File: src/rtl/player_controller.sv
// Per-player fighter FSM: buttons and opponent hits in, action state,
// health, position and attack-active flag out; one clock is one frame.
module player_controller #(
    parameter int unsigned MAX_HEALTH   = 5,
    parameter int unsigned WINDUP       = 4,
    parameter int unsigned ACTIVE       = 3,
    parameter int unsigned RECOVER      = 8,
    parameter int unsigned HITSTUN      = 10,
    parameter int unsigned START_X      = 100,
    parameter int unsigned X_MIN        = 0,
    parameter int unsigned X_MAX        = 600,
    parameter int unsigned SPEED        = 2,
    parameter bit          FACING_RIGHT = 1'b1
) (
    input  logic       clk,
    input  logic       reset,
    input  logic [2:0] game_state,
    input  logic       btn_fwd,
    input  logic       btn_back,
    input  logic       btn_atk,
    input  logic       btn_block,
    input  logic       hit_in,
    output logic [3:0] player_state,
    output logic [2:0] player_health,
    output logic [9:0] pos_x,
    output logic       attack_active
);

    typedef enum logic [3:0] {
        S_IDLE    = 4'd0,
        S_FWD     = 4'd1,
        S_BACK    = 4'd2,
        S_WINDUP  = 4'd3,
        S_ACTIVE  = 4'd4,
        S_RECOVER = 4'd5,
        S_BLOCK   = 4'd6,
        S_HITSTUN = 4'd7,
        S_DEAD    = 4'd8
    } state_e;

    localparam logic [7:0] WIND_LD = 8'(WINDUP - 1);
    localparam logic [7:0] ACT_LD  = 8'(ACTIVE - 1);
    localparam logic [7:0] REC_LD  = 8'(RECOVER - 1);
    localparam logic [7:0] HIT_LD  = 8'(HITSTUN - 1);

    localparam logic signed [11:0] STEP   = 12'(SPEED);
    localparam logic signed [11:0] XMIN_S = 12'(X_MIN);
    localparam logic signed [11:0] XMAX_S = 12'(X_MAX);

    state_e      state_q, state_d, btn_state;
    logic [2:0]  health_q, health_d;
    logic [9:0]  pos_q, pos_d;
    logic [7:0]  cnt_q, cnt_d;
    logic        act_q, act_d;
    logic        move_plus;
    logic signed [11:0] x_ext;

    always_comb begin
        btn_state = S_IDLE;
        if (btn_atk)
            btn_state = S_WINDUP;
        else if (btn_block)
            btn_state = S_BLOCK;
        else if (btn_fwd ^ btn_back)
            btn_state = btn_fwd ? S_FWD : S_BACK;
    end

    always_comb begin
        state_d   = state_q;
        health_d  = health_q;
        pos_d     = pos_q;
        cnt_d     = cnt_q;
        move_plus = 1'b0;
        x_ext     = '0;

        if (game_state == 3'd0 || game_state == 3'd1) begin
            state_d  = S_IDLE;
            health_d = 3'(MAX_HEALTH);
            pos_d    = 10'(START_X);
            cnt_d    = 8'd0;
        end else if (game_state == 3'd2) begin
            if (hit_in && !(state_q inside {S_BLOCK, S_HITSTUN, S_DEAD})) begin
                health_d = (health_q == 3'd0) ? 3'd0 : health_q - 3'd1;
                if (health_d == 3'd0) begin
                    state_d = S_DEAD;
                    cnt_d   = 8'd0;
                end else begin
                    state_d = S_HITSTUN;
                    cnt_d   = HIT_LD;
                end
            end else begin
                case (state_q)
                    S_IDLE, S_FWD, S_BACK, S_BLOCK: begin
                        state_d = btn_state;
                        cnt_d   = (btn_state == S_WINDUP) ? WIND_LD : 8'd0;
                    end
                    S_WINDUP:
                        if (cnt_q == 8'd0) begin
                            state_d = S_ACTIVE;
                            cnt_d   = ACT_LD;
                        end else cnt_d = cnt_q - 8'd1;
                    S_ACTIVE:
                        if (cnt_q == 8'd0) begin
                            state_d = S_RECOVER;
                            cnt_d   = REC_LD;
                        end else cnt_d = cnt_q - 8'd1;
                    S_RECOVER, S_HITSTUN:
                        if (cnt_q == 8'd0) state_d = S_IDLE;
                        else cnt_d = cnt_q - 8'd1;
                    S_DEAD: ;
                    default: begin
                        state_d = S_IDLE;
                        cnt_d   = 8'd0;
                    end
                endcase
            end

            // Signed 12-bit step so walking past either edge clamps, never wraps
            if (state_d == S_FWD || state_d == S_BACK) begin
                move_plus = ((state_d == S_FWD) == FACING_RIGHT);
                x_ext = $signed({2'b00, pos_q}) + (move_plus ? STEP : -STEP);
                if (x_ext < XMIN_S)
                    pos_d = 10'(XMIN_S);
                else if (x_ext > XMAX_S)
                    pos_d = 10'(XMAX_S);
                else
                    pos_d = 10'(x_ext);
            end
        end

        act_d = (state_d == S_ACTIVE);
    end

    always_ff @(posedge clk) begin
        if (reset) begin
            state_q  <= S_IDLE;
            health_q <= 3'(MAX_HEALTH);
            pos_q    <= 10'(START_X);
            cnt_q    <= 8'd0;
            act_q    <= 1'b0;
        end else begin
            state_q  <= state_d;
            health_q <= health_d;
            pos_q    <= pos_d;
            cnt_q    <= cnt_d;
            act_q    <= act_d;
        end
    end

    assign player_state  = state_q;
    assign player_health = health_q;
    assign pos_x         = pos_q;
    assign attack_active = act_q;

endmodule

File: config.mk
export PLATFORM = sky130hd
export DESIGN_NAME = player_controller
export DESIGN_NICKNAME = d
export VERILOG_FILES = /design/src/rtl/player_controller.sv
export SDC_FILE = /design/constraint.sdc
export NUM_CORES = 1
export LEC_CHECK = 0
export ABC_AREA = 1
export BUFFER_PORTS_ARGS = -buffer_cell sky130_fd_sc_hd__buf_4
export CAP_MARGIN = 15
export CORE_UTILIZATION = 45
export CTS_BUF_LIST = sky130_fd_sc_hd__clkbuf_8
export CTS_CLUSTER_DIAMETER = 80
export DETAILED_ROUTE_END_ITERATION = 7
export PLACE_DENSITY_LB_ADDON = 0.1
export SYNTH_ARGS = -nofsm -noshare
export SYNTH_HDL_FRONTEND = slang
export SYNTH_SLANG_ARGS = --single-unit
File: constraint.sdc
create_clock -name clk -period 2.9 [get_ports clk]
set_clock_uncertainty 0.05 [all_clocks]
set_input_delay 0.435 -clock clk [delete_from_list [all_inputs] [get_ports clk]]
set_output_delay 0.435 -clock clk [all_outputs]
set_load 0.02 [all_outputs]
==> qor.csv <==
stage;metric;value;unit
status;status;finished, violations left;
status;violated checks;negative setup slack;
drt;mean routed wirelength per cell;14.8;um
worst_setup_path;worst-path fanout max;5;
clock_tree;CTS H-tree lvls;1;
worst_setup_path;Reg-to-Reg End;pos_x[1];
floorplan;total core area;0.00438;mm2
clock_tree;Worst-Skew Late Latency;280;ps
drt;Routed Antenna Nets;0;
sta;RSZ-0062 raised after global routing;true;
worst_setup_path;reg2reg start;cnt_q[0];
grt;vias in the first global route;2386;
power_and_ir_drop;VDD IR-drop max;0.279;mV
power_and_ir_drop;Leakage;1.63;nW
sta;Final Hold Viols;0;
worst_setup_path;R2R setup slack;-310;ps
min_path;worst min path class;in -> reg;
logic_synthesis;Area contributors post-synth;dfxtp_1 (24%), nand2_1 (16%), inv_1 (9.0%);
clock_tree;Max clock buf depth;2;
logic_synthesis;Synth async-reset ratio;0;
logic_synthesis;number of flops mapped to enable cells by yosys;0;
grt;total track usage;0.260;
grt;global route overflow;0;
logic_synthesis;Syn Inst Count;338;
sta;Final setup viols;9;
logic_synthesis;Yosys cell types;37;
sta;max_slew headroom;0.655;
worst_setup_path;CP Capture Type;flip-flop;
logic_synthesis;Synthesized Nets;360;
clock_tree;clock-pin slew on the worst setup and hold paths;100;ps
grt;largest net degree at the start of global routing;16;
grt;first-pass GRT wire length;10500;um
placed_design;hpwl dp;4270;um
logic_synthesis;Synth Flop Type;dfxtp_1;
sta;TNS Setup;-2230;ps
worst_setup_path;Register-to-Register Path Depth;26;
sta;Hold WS;283;ps
floorplan;# IOs;28;
finish;fin nets;469;
sta;max-slew violations;0;
clock_tree;TritonCTS Buffers;3;
floorplan;Die ar.;0.00489;mm2
clock_tree;# clock sinks;25;
logic_synthesis;most common cell in the netlist;nand2_1;
worst_setup_path;crit path kind;reg -> reg;
finish;Final Cell Area;0.00343;mm2
flow_run;max-cap violation count;0;
drt;DRT Wirelength;7390;um
finish;# diodes;0;
logic_synthesis;syn avg cell area;6.15;um2
sta;highest clock rate;311;MHz
sta;clock period minus worst slack;3210;ps
clock_tree;TritonCTS clock tree;yes;
placed_design;placed cells;464;
worst_setup_path;critical path arrival;3380;ps
placed_design;port buffer count;26;
floorplan;die height;70.0;um
worst_setup_path;critical path capture point;pos_x[1];
drt;total number of vias;2719;
grt;initial antenna violation count;0;
placed_design;DP Area;0.00276;mm2
drt;DRT iter0 DRCs;268;
logic_synthesis;most frequent cells after synthesis;nand2_1 (89), inv_1 (50), nor2_1 (47);
worst_setup_path;start point of the critical path;cnt_q[0];
sta;Final Worst Setup Slack;-311;ps
clock_tree;CTS Root Cell;clkbuf_8;
logic_synthesis;register area share after synthesis;0.241;
power_and_ir_drop;pwr dens;282;mW/mm2
logic_synthesis;post-synth design cell area;0.00208;mm2
sta;part of the cycle the worst path needs;1.11;
floorplan;cell row count;24;
finish;area growth from synthesis to layout;65.3;%
drt;vias per cell;5.46;
logic_synthesis;post-synth top area share;0.241;
logic_synthesis;Yosys top cell by area;dfxtp_1;
finish;fraction of layout cells with a size suffix above 1;0.473;
drt;DRT Pass-1 Iters;5;
clock_tree;Hold Buf Count CTS;0;
floorplan;Initial Util;0.474;
sta;Worst-Margin Slew;517;ps
logic_synthesis;FF+latch count, synth;25;
worst_setup_path;crit path launch type;flip-flop;
worst_setup_path;CP required;3070;ps
placed_design;GP Congestion;0.844;
power_and_ir_drop;total power;969;uW
floorplan;Die Width;70.0;um
drt;DRC errors left;0;
finish;Final Instance Count excl. Fillers;498;
logic_synthesis;Syn. warnings;0;
[cell families (layout without fill, tap and decap cells)]
group           Yosys count  count (layout)  synth area share
compound gates           49              49             0.138
xor+xnor                  2               2           0.00843
buf+inv                  56             163             0.103
other cells               1               1           0.00180
simple gates            193             194             0.432
fa+ha+maj                12              12            0.0759
flops                    25              25             0.241
[through the flow]
| step | worst slack (ps) | utilization |
|---|---|---|
| 6_report | -311 | 0.783 |
| 5_1_grt | -415 | 0.783 |
| 4_1_cts | -99.6 | 0.734 |
| 3_5_place_dp | -326 | 0.628 |
| 3_3_place_gp | -228 | 0.628 |
| 2_1_floorplan | 6.58 | - |
[layout make-up]
cell class                 count  area (um2)
multi-input combinational    258        1800
fill                         307         950
sequential                    25         507
clock inverter                 1        7.51
clock buffer                   3        41.3
timing repair buffer         105         808
tap                           52        65.1
inverter                      54         208
[critical path: stages (launching register included)]
cell and delay [ps]:
dfxtp_2 360, inv_2 60, ha_4 160, nand2_4 90, inv_2 40, nand2_2 70, nand2_1 70, nand3_2 90
nand2_2 80, nor2_4 250, nand2_8 120, ha_4 330, nand2_4 80, nor2_4 140, nand2_2 80, nand3_2 90
nand2_1 80, nand2_1 70, inv_1 60, nand2_1 70, nand3_2 70, nand2_2 110, nand3_4 100, nor2_4 180
buf_12 130, nor2_2 30, nor2_1 90
[metal layers]
layer | GRT usage | part of all wire
met5 | 0 | 0
met3 | 0.0375 | 0.059
met1 | 0.359 | 0.43
met4 | 0.0378 | 0.042
met2 | 0.438 | 0.47
[layout by cell type (no fill, tap or decap), types with 8 or more instances in the layout]
| cell type | n |
|---|---|
| ha_4 | 9 |
| a21oi_1 | 13 |
| inv_1 | 45 |
| nand3_1 | 13 |
| o21ai_0 | 15 |
| inv_2 | 8 |
| dfxtp_1 | 20 |
| nor2_1 | 41 |
| nor2_4 | 10 |
| nand2_4 | 9 |
| nand2_2 | 29 |
| nand2_1 | 61 |
| buf_4 | 102 |
[sequential cells by signal (all words and copies together) (netlist names)]
signal,flops
attack_active,1
cnt_q,8
player_health,3
player_state,4
pos_x,9
[worst min path at each step]
stage | startpoint | to | cells after the start
2_1_floorplan | cnt_q[5] | cnt_q[5] | 2
5_1_grt | reset | player_state[0] | 2
3_3_place_gp | cnt_q[5] | cnt_q[5] | 2
3_5_place_dp | cnt_q[5] | cnt_q[5] | 2
4_1_cts | reset | player_state[0] | 2
6_report | reset | player_state[0] | 2
[where the power goes]
| group | internal, mW | switching (mW) | total, mW |
|---|---|---|---|
| Sequential | 0.350 | 0.00693 | 0.357 |
| Combinational | 0.174 | 0.214 | 0.388 |
| Clock | 0.0979 | 0.126 | 0.224 |
[repair_timing]
action                     CTS  global route
setup buffers               24             6
pin swaps                   32            31
cloned                       1             0
setup endpoints to repair    9             9
gates resized for setup     44            49
(Power assumes the default switching activity.)
